`config.mk`:
```
export PLATFORM = sky130hd
export DESIGN_NAME = mac_seq_ctrl
export DESIGN_NICKNAME = d
export VERILOG_FILES = /design/src/rtl/mac_seq_ctrl.sv
export SDC_FILE = /design/constraint.sdc
export NUM_CORES = 1
export LEC_CHECK = 0
export CORE_ASPECT_RATIO = 1.25
export CORE_MARGIN = 2
export CORE_UTILIZATION = 39
export CTS_BUF_LIST = sky130_fd_sc_hd__clkbuf_4
export DETAILED_ROUTE_END_ITERATION = 10
export GPL_TIMING_DRIVEN = 0
export PLACE_DENSITY = 0.8
export SLEW_MARGIN = 20
export SYNTH_ARGS = -nofsm -noshare
export SYNTH_HDL_FRONTEND = slang
export SYNTH_SLANG_ARGS = --single-unit
```
`constraint.sdc`:
```
create_clock -name clk -period 1.9 [get_ports clk]
set_clock_uncertainty 0.05 [all_clocks]
set_input_delay 0.285 -clock clk [delete_from_list [all_inputs] [get_ports clk]]
set_output_delay 0.285 -clock clk [all_outputs]
set_load 0.005 [all_outputs]
```
`src/rtl/mac_seq_ctrl.sv`:
```
// Sequencing controller for one MAC unit (out = a*b + c) and its psum register.
// Optional macro RELU_OUT_EN clamps negative results to zero on out_psum only.
module mac_seq_ctrl #(
  parameter int bw      = 4,
  parameter int psum_bw = 16,
  parameter int len_bw  = 8
) (
  input  logic               clk,
  input  logic               reset_n,
  input  logic               start,
  input  logic [len_bw-1:0]  len,
  input  logic               act_4b_mode,
  output logic               busy,
  input  logic               in_valid,
  output logic               in_ready,
  input  logic [bw-1:0]      in_act,
  input  logic [2*bw-1:0]    in_wgt,
  output logic [bw-1:0]      mac_a,
  output logic [bw-1:0]      mac_b,
  output logic [psum_bw-1:0] mac_c,
  input  logic [psum_bw-1:0] mac_out,
  output logic               out_valid,
  input  logic               out_ready,
  output logic [psum_bw-1:0] out_psum,
  output logic               done,
  output logic [1:0]         state_dbg
);

  localparam int half = bw / 2;

  typedef enum logic [1:0] {
    IDLE = 2'd0,
    RUN  = 2'd1,
    HI   = 2'd2,
    OUT  = 2'd3
  } state_t;

  state_t              state, state_nxt;
  logic [psum_bw-1:0]  acc, acc_nxt;
  logic [len_bw-1:0]   rem, rem_nxt;
  logic                mode, mode_nxt;
  logic [half-1:0]     a_hi, a_hi_nxt;
  logic [bw-1:0]       w_hi, w_hi_nxt;
  logic                take;
  logic                last;

  // Handshakes: a word moves on a rising edge where in_valid && in_ready; a
  // result moves on an edge where out_valid && out_ready. Neither valid waits
  // on its ready, and in_ready/out_valid depend only on the state.
  assign take = (state == RUN) && in_valid;
  assign last = (rem == len_bw'(1));

  // Operands stay zero unless a MAC step really happens, so an idle MAC
  // returns acc unchanged.
  always_comb begin
    mac_a = '0;
    mac_b = '0;
    if (take) begin
      mac_a = mode ? in_act : {{(bw-half){1'b0}}, in_act[half-1:0]};
      mac_b = in_wgt[bw-1:0];
    end else if (state == HI) begin
      mac_a = {{(bw-half){1'b0}}, a_hi};
      mac_b = w_hi;
    end
  end

  always_comb begin
    state_nxt = state;
    acc_nxt   = acc;
    rem_nxt   = rem;
    mode_nxt  = mode;
    a_hi_nxt  = a_hi;
    w_hi_nxt  = w_hi;
    in_ready  = 1'b0;
    out_valid = 1'b0;
    done      = 1'b0;
    unique case (state)
      IDLE: begin
        if (start) begin
          mode_nxt  = act_4b_mode;
          acc_nxt   = '0;
          rem_nxt   = len;
          state_nxt = (len == '0) ? OUT : RUN;
        end
      end
      RUN: begin
        in_ready = 1'b1;
        if (in_valid) begin
          acc_nxt = mac_out;
          rem_nxt = rem - len_bw'(1);
          if (last) begin
            // Odd length in 2-bit mode: the high half of the final word is dropped.
            state_nxt = OUT;
          end else if (!mode) begin
            a_hi_nxt  = in_act[2*half-1:half];
            w_hi_nxt  = in_wgt[2*bw-1:bw];
            state_nxt = HI;
          end
        end
      end
      HI: begin
        acc_nxt   = mac_out;
        rem_nxt   = rem - len_bw'(1);
        state_nxt = last ? OUT : RUN;
      end
      OUT: begin
        out_valid = 1'b1;
        if (out_ready) begin
          done      = 1'b1;
          state_nxt = IDLE;
        end
      end
      default: state_nxt = IDLE;
    endcase
  end

  always_ff @(posedge clk or negedge reset_n) begin
    if (!reset_n) begin
      state <= IDLE;
      acc   <= '0;
      rem   <= '0;
      mode  <= 1'b0;
      a_hi  <= '0;
      w_hi  <= '0;
    end else begin
      state <= state_nxt;
      acc   <= acc_nxt;
      rem   <= rem_nxt;
      mode  <= mode_nxt;
      a_hi  <= a_hi_nxt;
      w_hi  <= w_hi_nxt;
    end
  end

  assign busy      = (state != IDLE);
  assign mac_c     = acc;
  assign state_dbg = state;

`ifdef RELU_OUT_EN
  assign out_psum = ((state == OUT) && !acc[psum_bw-1]) ? acc : '0;
`else
  assign out_psum = (state == OUT) ? acc : '0;
`endif

endmodule

```
==> flow_summary_export.csv, run 1 <==
group,metric,value,unit
timing,drv_slew,0,
worst_setup_path,crit_start,"state_dbg[0]",
synth,yosysMostFrequentCell,"nand2_1",
floorplanning,initial_core_util,40.7,%
pwr,intPower,3.04,mW
clock_network,clock_latency,0.33,ns
outcome,violations,"negative setup slack",
clock_network,cts_tree,"done",
worst_setup_path,r2r-end,"rem[2]",
routing,avgViaCountPerCell,5.04,
worst_setup_path,cp-start-kind,"flip-flop",
global_route,grt_max_degree,29,
pwr,swShare,40.1,%
global_route,antenna_found_initial,0,
global_route,grt_pass1_vias,1958,
floorplanning,die_w,66.8,um
routing,drc,0,
timing,finalSetupViolCount,19,
synth,yosys.area.top_type,"dfrtp_1",
outcome,outcome,"complete, but fails checks",
layout,area.sequential,828,sq um
pwr,power_density,1550,nW/um^2
pwr,switching_power,2.03,mW
layout,multi_input_area,1190,sq um
floorplanning,dieArea,5510,sq um
timing,layout_min_cycle_time,2.01,ns
placed_design,place.gp.congestion,0.824,
timing,hold_viol_final,0,
worst_hold_path,hold_class,"in -> async",
global_route,grt_pass1_wl,8860,um
synth,synth_top_area_share,42.9,%
pwr,comb_power_share,62.5,%
clock_network,clock-sinks,33,
routing,vias,1944,
timing,fmax,499,MHz
layout,fillCellCount,389,
floorplanning,die_h,82.5,um
synth,synth.net_count,266,
worst_setup_path,worstPathRequired,2.07,ns
synth,synth_async_sr_flop_share,100,%
timing,tightest_slew,0.655,ns
clock_network,clockBufferDepth,2,
routing,drt_iter0_drc,57,
placed_design,dp_slack,-0.478,ns
global_route,overflow,0,
clock_network,cts-root-buf,"clkbuf_4",
synth,synth-seq-area-share,42.9,%
clock_network,numCtsBuffers,5,
floorplanning,core_area,4730,sq um
pwr,ir_drop,0.780,mV
clock_network,htree_num_levels,2,
worst_setup_path,timing.critical_path.to,"rem[2]",
clock_network,clk_pin_slew,0.10,ns
worst_setup_path,critPathMaxFanout,5,
routing,ant_nets,0,
worst_setup_path,worstSetupPathType,"reg -> reg",
synth,syn_area,1920,sq um
routing,wirelength,5690,um
synth,synthTopCellsByCount,"50 x nand2_1, 33 x dfrtp_1, 18 x and2_1",
synth,synth-main-ff-cell,"dfrtp_1",
layout,drive_above_1_share,33.4,%
worst_setup_path,r2r_slack,-0.11,ns
layout,fin_nets,375,
flow_run,maxCapViolCount,0,
synth,syn_avg_cell_area,8.90,sq um
global_route,grt_use_total,21.6,%
routing,dr.pass1.iters,4,
layout,syn_to_final_growth,70.8,%
synth,synth_edf_count,0,
timing,maxSlewHeadroom,55.8,%
timing,setup_ws,-0.105,ns
worst_setup_path,worstReg2RegStart,"state_dbg[0]",
layout,diodes,0,
synth,synth_cells,216,
synth,synth-seq-cells,33,
pwr,pwr-share-clk,10.3,%
placed_design,hpwl,3860,um
synth,netlist-cell-type-count,41,
synth,ys_warn_count,0,
synth,synthTopCellsByArea,"dfrtp_1 43%, nand2_1 9.8%, and2_1 5.9%",
placed_design,portBuffers,87,
pwr,seqPwrFrac,27.2,%
worst_setup_path,reg2reg_depth,6,
pwr,p_leak,1.50,nW
floorplanning,num_io_pins,88,
timing,rsz0062_at_grt,"true",
routing,avgRoutedWirePerCell,14.7,um
floorplanning,fp-row-count,28,
timing,fin_crit_sh,106,%
timing,holdWs,0.254,ns
worst_setup_path,end_kind,"flip-flop",
worst_setup_path,cp.arrival,2.17,ns
[sequential cells by signal, summed over array words and instances, names as in the netlist]
name / count
state_dbg: 2
rem: 8
mac_c: 16
w_hi: 4
a_hi: 2
mode: 1
[metal layers]
metal | wire, um | vias to the layer above | global-route usage (%)
met5 | 0 | - | 0
met3 | 398 | 7 | 5.01
met1 | 2180 | 909 | 23.4
li1 | - | 961 | -
met2 | 3010 | 67 | 40.7
met4 | 99 | 0 | 7.76
[power by group through the flow]
| stage | combinational [mW] | sequential, mW | clock [mW] |
|---|---|---|---|
| CTS | 2.97 | 1.36 | 0.531 |
| detailed placement | 2.45 | 1.36 | 0 |
| global route | 3.49 | 1.44 | 0.559 |
| finish | 3.17 | 1.38 | 0.522 |
| floorplan | 1.45 | 1.30 | 0 |
| global placement | 2.37 | 1.34 | 0 |
[worst min-delay path by stage]
stage,start,to,cells past startpoint
2_1_floorplan,reset_n,a_hi[0],0
5_1_grt,reset_n,rem[2],2
6_report,reset_n,rem[4],2
4_1_cts,reset_n,rem[4],2
3_5_place_dp,reset_n,rem[4],1
3_3_place_gp,mac_c[5],mac_c[5],2
[critical path, cell delays in order, from the launching register on]
cell	delay, ns
dfrtp_2	0.48
ha_4	0.19
buf_6	0.11
and2b_2	0.22
or3_4	0.35
buf_6	0.15
a221o_1	0.34
[cell families after synthesis]
family / Yosys count / share of synthesized area (%)
compound gates: 24 / 8.52
fa+ha+maj: 8 / 5.21
buf+inv: 18 / 4.10
flops: 33 / 42.9
mux: 9 / 5.21
simple gates: 124 / 34.0
[final cells by class]
| cell class | instances | share of cell area (%) |
|---|---|---|
| inverter | 6 | 0.686 |
| buffer | 11 | 3.50 |
| timing repair buffer | 103 | 29.6 |
| tap | 60 | 2.29 |
| sequential | 33 | 25.2 |
| clock buffer | 6 | 1.37 |
| clock inverter | 2 | 1.03 |
| multi-input combinational | 165 | 36.3 |
[stage by stage]
step	total power, mW	instances	instance area, sq um	utilization (%)	setup TNS, ns
2_1_floorplan	2.75	216	1930	-	0
3_3_place_gp	3.71	363	2870	60.7	-17.52
3_5_place_dp	3.81	364	2890	61.0	-13.10
4_1_cts	4.86	384	3180	67.3	-0.757
5_1_grt	5.48	386	3280	69.4	-2.80
6_report	5.08	386	3280	69.4	-0.497
[layout by cell type (no fill, tap or decap), types with 3 or more instances in the layout]
master            n
clkdlybuf4s50_1  58
nand2_1          47
dfrtp_1          31
buf_6            18
nand3_1          16
and2_4           13
clkbuf_2         11
buf_4             9
mux2_2            8
buf_2             8
o21ai_1           6
clkbuf_4          6
and2_1            5
inv_1             4
and3_1            4
nor3_2            4
nor2_1            4
ha_4              4
ha_1              4
buf_8             3
nor3b_1           3
nand2b_1          3
o22ai_1           3
buf_12            3
[repair_timing]
action,in CTS,in global routing
setup buffers,10,3
hold endpoints to repair,33,0
pin swaps,6,7
gates cloned,2,0
setup endpoints to repair,59,56
resized for setup,137,51
hold buffers,1,0
(Power assumes the default switching activity.)
==> run 2: changes to the inputs <==
- CORE_MARGIN: 2 -> not set
- CORE_UTILIZATION: 39 -> 37
- CTS_BUF_LIST: sky130_fd_sc_hd__clkbuf_4 -> sky130_fd_sc_hd__clkbuf_16
- PLACE_DENSITY: 0.8 -> 0.77
- RECOVER_POWER: not set -> 100
==> run 2 against run 1 <==
  * Clock power increased by 74%
  * Count of clock-buffer cells in the layout decreased by 1
  * Design area decreased by 2.4%
  * Power increased by 2.2%
  * The flow still finishes with violations (negative setup slack)
==> flow_summary_export.csv, run 2 (synthesis results as in run 1) <==
group,metric,value,unit
layout,fin_cells,387,
floorplanning,die_h,82.6,um
floorplanning,die_w,66.5,um
placed_design,place.gp.congestion,0.875,
worst_setup_path,cp.arrival,2.04,ns
routing,vias,1989,
layout,mostFrequentLayoutCell,"clkdlybuf4s50_1",
layout,final_area,3210,sq um
global_route,grt_use_total,21.3,%
global_route,grt_pass1_vias,1825,
timing,tightest_slew,0.661,ns
timing,layout_min_cycle_time,1.93,ns
layout,largest_reg_flops,16,
timing,setup_ws,-0.0266,ns
pwr,ir_drop,0.699,mV
layout,diodes,0,
clock_network,clockBufferDepth,2,
routing,drt_iter0_drc,81,
layout,fin_util,63.6,%
layout,fillCellCount,402,
pwr,power_density,1620,nW/um^2
worst_setup_path,worstSetupPathType,"reg -> reg",
placed_design,portBuffers,87,
pwr,seqPwrFrac,26.3,%
floorplanning,fp-row-count,29,
pwr,comb_power_share,56.2,%
clock_network,htree_num_levels,2,
clock_network,clk_pin_slew,0.05,ns
pwr,power.total,5.19,mW
routing,dr.pass1.iters,4,
routing,avgViaCountPerCell,5.14,
worst_setup_path,cp-start-kind,"flip-flop",
placed_design,place_area,2890,sq um
timing,fmax,519,MHz
global_route,grt_max_degree,27,
clock_network,numCtsBuffers,5,
global_route,overflow,0,
timing,fin_crit_sh,101,%
flow_run,maxCapViolCount,0,
clock_network,cts-root-buf,"clkbuf_16",
routing,ant_nets,0,
pwr,switching_power,2.00,mW
layout,drive_above_1_share,25.2,%
global_route,antenna_found_initial,0,
timing,hold_viol_final,0,
layout,syn_to_final_growth,66.8,%
pwr,swShare,38.5,%
outcome,violations,"negative setup slack",
timing,finalSetupViolCount,3,
placed_design,hpwl,3860,um
timing,drv_slew,0,
worst_setup_path,end_kind,"flip-flop",
pwr,pwr-share-clk,17.5,%
routing,drc,0,
layout,fin_nets,374,
layout,final_cell_mix,"59 x clkdlybuf4s50_1, 49 x nand2_1, 31 x dfrtp_1",
worst_hold_path,hold_class,"in -> async",
clock_network,clock-sinks,33,
global_route,grt_pass1_wl,8580,um
outcome,outcome,"complete, but fails checks",
clock_network,cts_tree,"done",
floorplanning,dieArea,5490,sq um
placed_design,place_inst,366,
routing,wirelength,5700,um
floorplanning,initial_core_util,38.1,%
clock_network,clock_latency,0.28,ns
worst_setup_path,worstPathRequired,2.01,ns
timing,maxSlewHeadroom,55.9,%
pwr,intPower,3.19,mW
floorplanning,core_area,5040,sq um
worst_setup_path,critPathMaxFanout,5,
floorplanning,num_io_pins,88,
routing,avgRoutedWirePerCell,14.7,um
pwr,p_leak,1.48,nW
timing,rsz0062_at_grt,"true",
-- run 2: cell types whose count changed in the layout (fill, tap and decap cells not counted), moves of 3 or more --
cell       previous run  this run
and2_4               13         1
clkbuf_4              6         0
clkbuf_16             0         5
and2_1                5        17
o21ai_1               6         3
buf_6                18         8
buf_12                3         0
o21ai_0               1         4
clkbuf_2             11        18
-- run 2: layout make-up --
class	count	area, sq um	share of cell area [%]
multi-input cells	165	1120	34.8
repair buffers	102	895	27.9
flip-flops and latches	33	828	25.8
clock buffers	5	125	3.90
plain buffers	11	98.8	3.08
well taps	62	77.6	2.42
clock inverters	3	37.5	1.17
inverters	6	27.5	0.858
-- run 2: metal layers --
layer / GRT usage, % / share of wire [%] / up-vias
met3: 5.77 / 5.4 / 13
met5: 0 / 0 / -
li1: - / - / 956
met2: 36.7 / 53 / 68
met1: 24.6 / 40 / 952
met4: 8.94 / 2.1 / 0
-- run 2: worst paths after layout --
check | from | end | slack [ns] | cells past startpoint
setup / recovery | state_dbg[0] | state_dbg[1] | -0.03 | 7
hold / removal | reset_n | w_hi[2] | 0.42 | 2
setup reg to reg | state_dbg[0] | state_dbg[1] | -0.03 | 7
hold reg to reg | mac_c[3] | mac_c[3] | 0.44 | 2
max in group asynchronous | reset_n | rem[0] | 0.38 | 3
min in group clk | mac_c[3] | mac_c[3] | 0.44 | 2
-- run 2: power groups by stage --
stage          Clock (mW)  Sequential, mW  Combinational (mW)
2_1_floorplan           0            1.30                1.45
3_5_place_dp            0            1.36                2.45
4_1_cts             0.918            1.35                2.76
3_3_place_gp            0            1.34                2.38
5_1_grt             0.959            1.42                3.21
6_report            0.908            1.36                2.92
-- run 2: what timing repair did --
| item | in CTS | in global routing |
|---|---|---|
| setup buffers | 8 | 4 |
| hold buffers | 1 | 0 |
| resized for setup | 94 | 37 |
| pin swaps | 2 | 3 |
| hold endpoints to repair | 7 | 0 |
| setup endpoints to repair | 59 | 49 |
| gates cloned | 0 | 1 |
-- run 2: critical path, stage by stage (launching register included) --
cell	delay, ns
dfrtp_2	0.46
buf_6	0.15
ha_4	0.18
buf_6	0.13
nor2b_4	0.12
nor3_2	0.21
o21a_1	0.20
mux2_4	0.30
-- run 2: stage by stage --
| step | setup TNS, ns | hold WS (ns) | worst slack [ns] |
|---|---|---|---|
| 3_5_place_dp | -14.26 | 0.103 | -0.544 |
| 2_1_floorplan | 0 | -0.0606 | 0.00965 |
| 5_1_grt | -0.439 | 0.438 | -0.0753 |
| 6_report | -0.0357 | 0.419 | -0.0266 |
| 3_3_place_gp | -18.74 | 0.421 | -0.507 |
| 4_1_cts | 0 | 0.349 | 0.00178 |
==> run 3: changes to the inputs <==
--- a/constraint.sdc
+++ b/constraint.sdc
@@ -4,2 +4,2 @@
 set_output_delay 0.285 -clock clk [all_outputs]
-set_load 0.005 [all_outputs]
+set_load 0.1 [all_outputs]
==> run 3 against run 2 <==
  * The run still ends with negative setup slack left
  * Via count is 3.5% higher
  * Cell count is 1.3% higher
  * Worst hold slack worse by 0.039 ns
  * Wire length up 14%
  * Critical path depth fell by 2
  * Register-to-register slack got worse by 0.05 ns
  * Sequential share of layout area fell by 3.8 points
  * Count of clock-buffer cells in the layout unchanged
  * Critical endpoint is now mac_a[1]
==> flow_summary_export.csv, run 3 (synthesis results as in run 1) <==
group,metric,value,unit
outcome,outcome,"complete, but fails checks",
outcome,violations,"negative setup slack",
worst_setup_path,critPathMaxFanout,5,
worst_setup_path,cp-start-kind,"flip-flop",
routing,ant_nets,0,
layout,fin_util,75.1,%
timing,holdWs,0.380,ns
global_route,grt_pass1_vias,1959,
layout,fin_nets,379,
placed_design,place_area,3160,sq um
clock_network,clockBufferDepth,2,
global_route,grt_max_degree,32,
floorplanning,fp-row-count,29,
timing,fmax,498,MHz
clock_network,cts-root-buf,"clkbuf_16",
worst_setup_path,cp_num_buf_inv,2,
layout,final_cell_mix,"40 x nand2_1, 40 x clkdlybuf4s50_1, 31 x dfrtp_1",
layout,syn_to_final_growth,96.9,%
clock_network,clk_pin_slew,0.05,ns
clock_network,clock_latency,0.28,ns
floorplanning,core_area,5040,sq um
global_route,grt_pass1_wl,9320,um
floorplanning,num_io_pins,88,
worst_setup_path,crit_slowest_cell,"dfrtp_4",
timing,rsz0062_at_grt,"true",
routing,dr.pass1.iters,4,
timing,drv_slew,0,
timing,fin_crit_sh,106,%
placed_design,portBuffers,87,
worst_setup_path,crit_chain,"ha_4 -> and2_4 -> clkbuf_16 -> o21ai_4 -> buf_12",
worst_setup_path,worstSetupPathType,"reg -> out",
floorplanning,die_h,82.6,um
placed_design,hpwl,4160,um
floorplanning,dieArea,5490,sq um
layout,diodes,0,
routing,vias,2059,
worst_setup_path,worstPathRequired,1.56,ns
global_route,antenna_found_initial,0,
clock_network,cts_tree,"done",
timing,tightest_slew,0.975,ns
placed_design,place.gp.congestion,0.854,
layout,fin_cells,392,
clock_network,clock-sinks,33,
routing,drt_iter0_drc,72,
timing,maxSlewHeadroom,35.2,%
timing,setup_ws,-0.109,ns
routing,wl_met2,3690,um
flow_run,maxCapViolCount,0,
worst_setup_path,cp_top_family,"flip-flops",
layout,largest_reg_flops,16,
timing,hold_viol_final,0,
floorplanning,initial_core_util,38.1,%
routing,wirelength,6520,um
routing,wl_met3,293,um
worst_setup_path,max_stage_delay,0.51,ns
layout,final_area,3790,sq um
worst_setup_path,cp.arrival,1.67,ns
routing,avgViaCountPerCell,5.25,
floorplanning,die_w,66.5,um
routing,wl_met1,2390,um
worst_setup_path,end_kind,"output port",
global_route,grt_use_total,23.1,%
placed_design,place_inst,366,
routing,drc,0,
worst_hold_path,hold_class,"in -> async",
timing,finalSetupViolCount,32,
timing,layout_min_cycle_time,2.01,ns
routing,top_layer_used,"met4",
routing,avgRoutedWirePerCell,16.6,um
global_route,overflow,0,
layout,drive_above_1_share,41.2,%
clock_network,numCtsBuffers,5,
clock_network,htree_num_levels,2,
-- run 3: cell types whose count changed in the layout (fill, tap and decap cells not counted), moves of 5 or more --
cell             before  now
o21ai_4               0    6
mux2_4                1    6
and2_1               17    0
mux2_2                7    2
buf_12                0   19
clkbuf_2             18    2
nand2_4               0    5
clkdlybuf4s50_1      59   40
dlygate4sd2_1         3   14
nand2_1              49   40
buf_4                10   23
and2_4                1   18
buf_2                 7    2
-- run 3: per-stage QoR --
step                setup TNS [ns]  setup WS [ns]
floorplan                   -11.08         -0.377
global placement            -26.96         -0.897
detailed placement          -20.92         -0.917
CTS                          -1.76         -0.152
global route                 -3.66         -0.148
finish                       -1.69         -0.109
-- run 3: final timing paths --
kind	from	endpoint	slack, ns	cells past startpoint
max	state_dbg[0]	mac_a[1]	-0.11	5
min	reset_n	mac_c[13]	0.38	2
max reg2reg	state_dbg[1]	rem[2]	-0.08	7
min reg2reg	mac_c[10]	mac_c[10]	0.44	2
max in group asynchronous	reset_n	state_dbg[1]	0.30	3
min in group clk	mac_c[10]	mac_c[10]	0.44	2
-- run 3: repair_timing --
action                                 CTS  global route
hold buffers                             1             0
endpoints found under the hold margin   33             0
resized for setup                      265            26
setup endpoints to repair               77            39
buffers inserted                        12             3
pin swaps                                3             9
cloned                                   2             1
-- run 3: area by class of cell --
class	instances	area, sq um
plain buffers	11	129
clock buffers	5	125
clock inverters	3	11.3
fillers	340	1260
inverters	6	31.3
multi-input cells	165	1380
flip-flops and latches	33	833
well taps	62	77.6
repair buffers	107	1200
-- run 3: layer usage --
metal,global-route usage (%),vias up
met4,8.94,0
li1,-,973
met1,26.0,1013
met5,0,-
met3,3.43,13
met2,43.3,60
Power of run 3 is not shown: default switching activity piles up to over one toggle a cycle in this logic, so the estimate is an artifact.
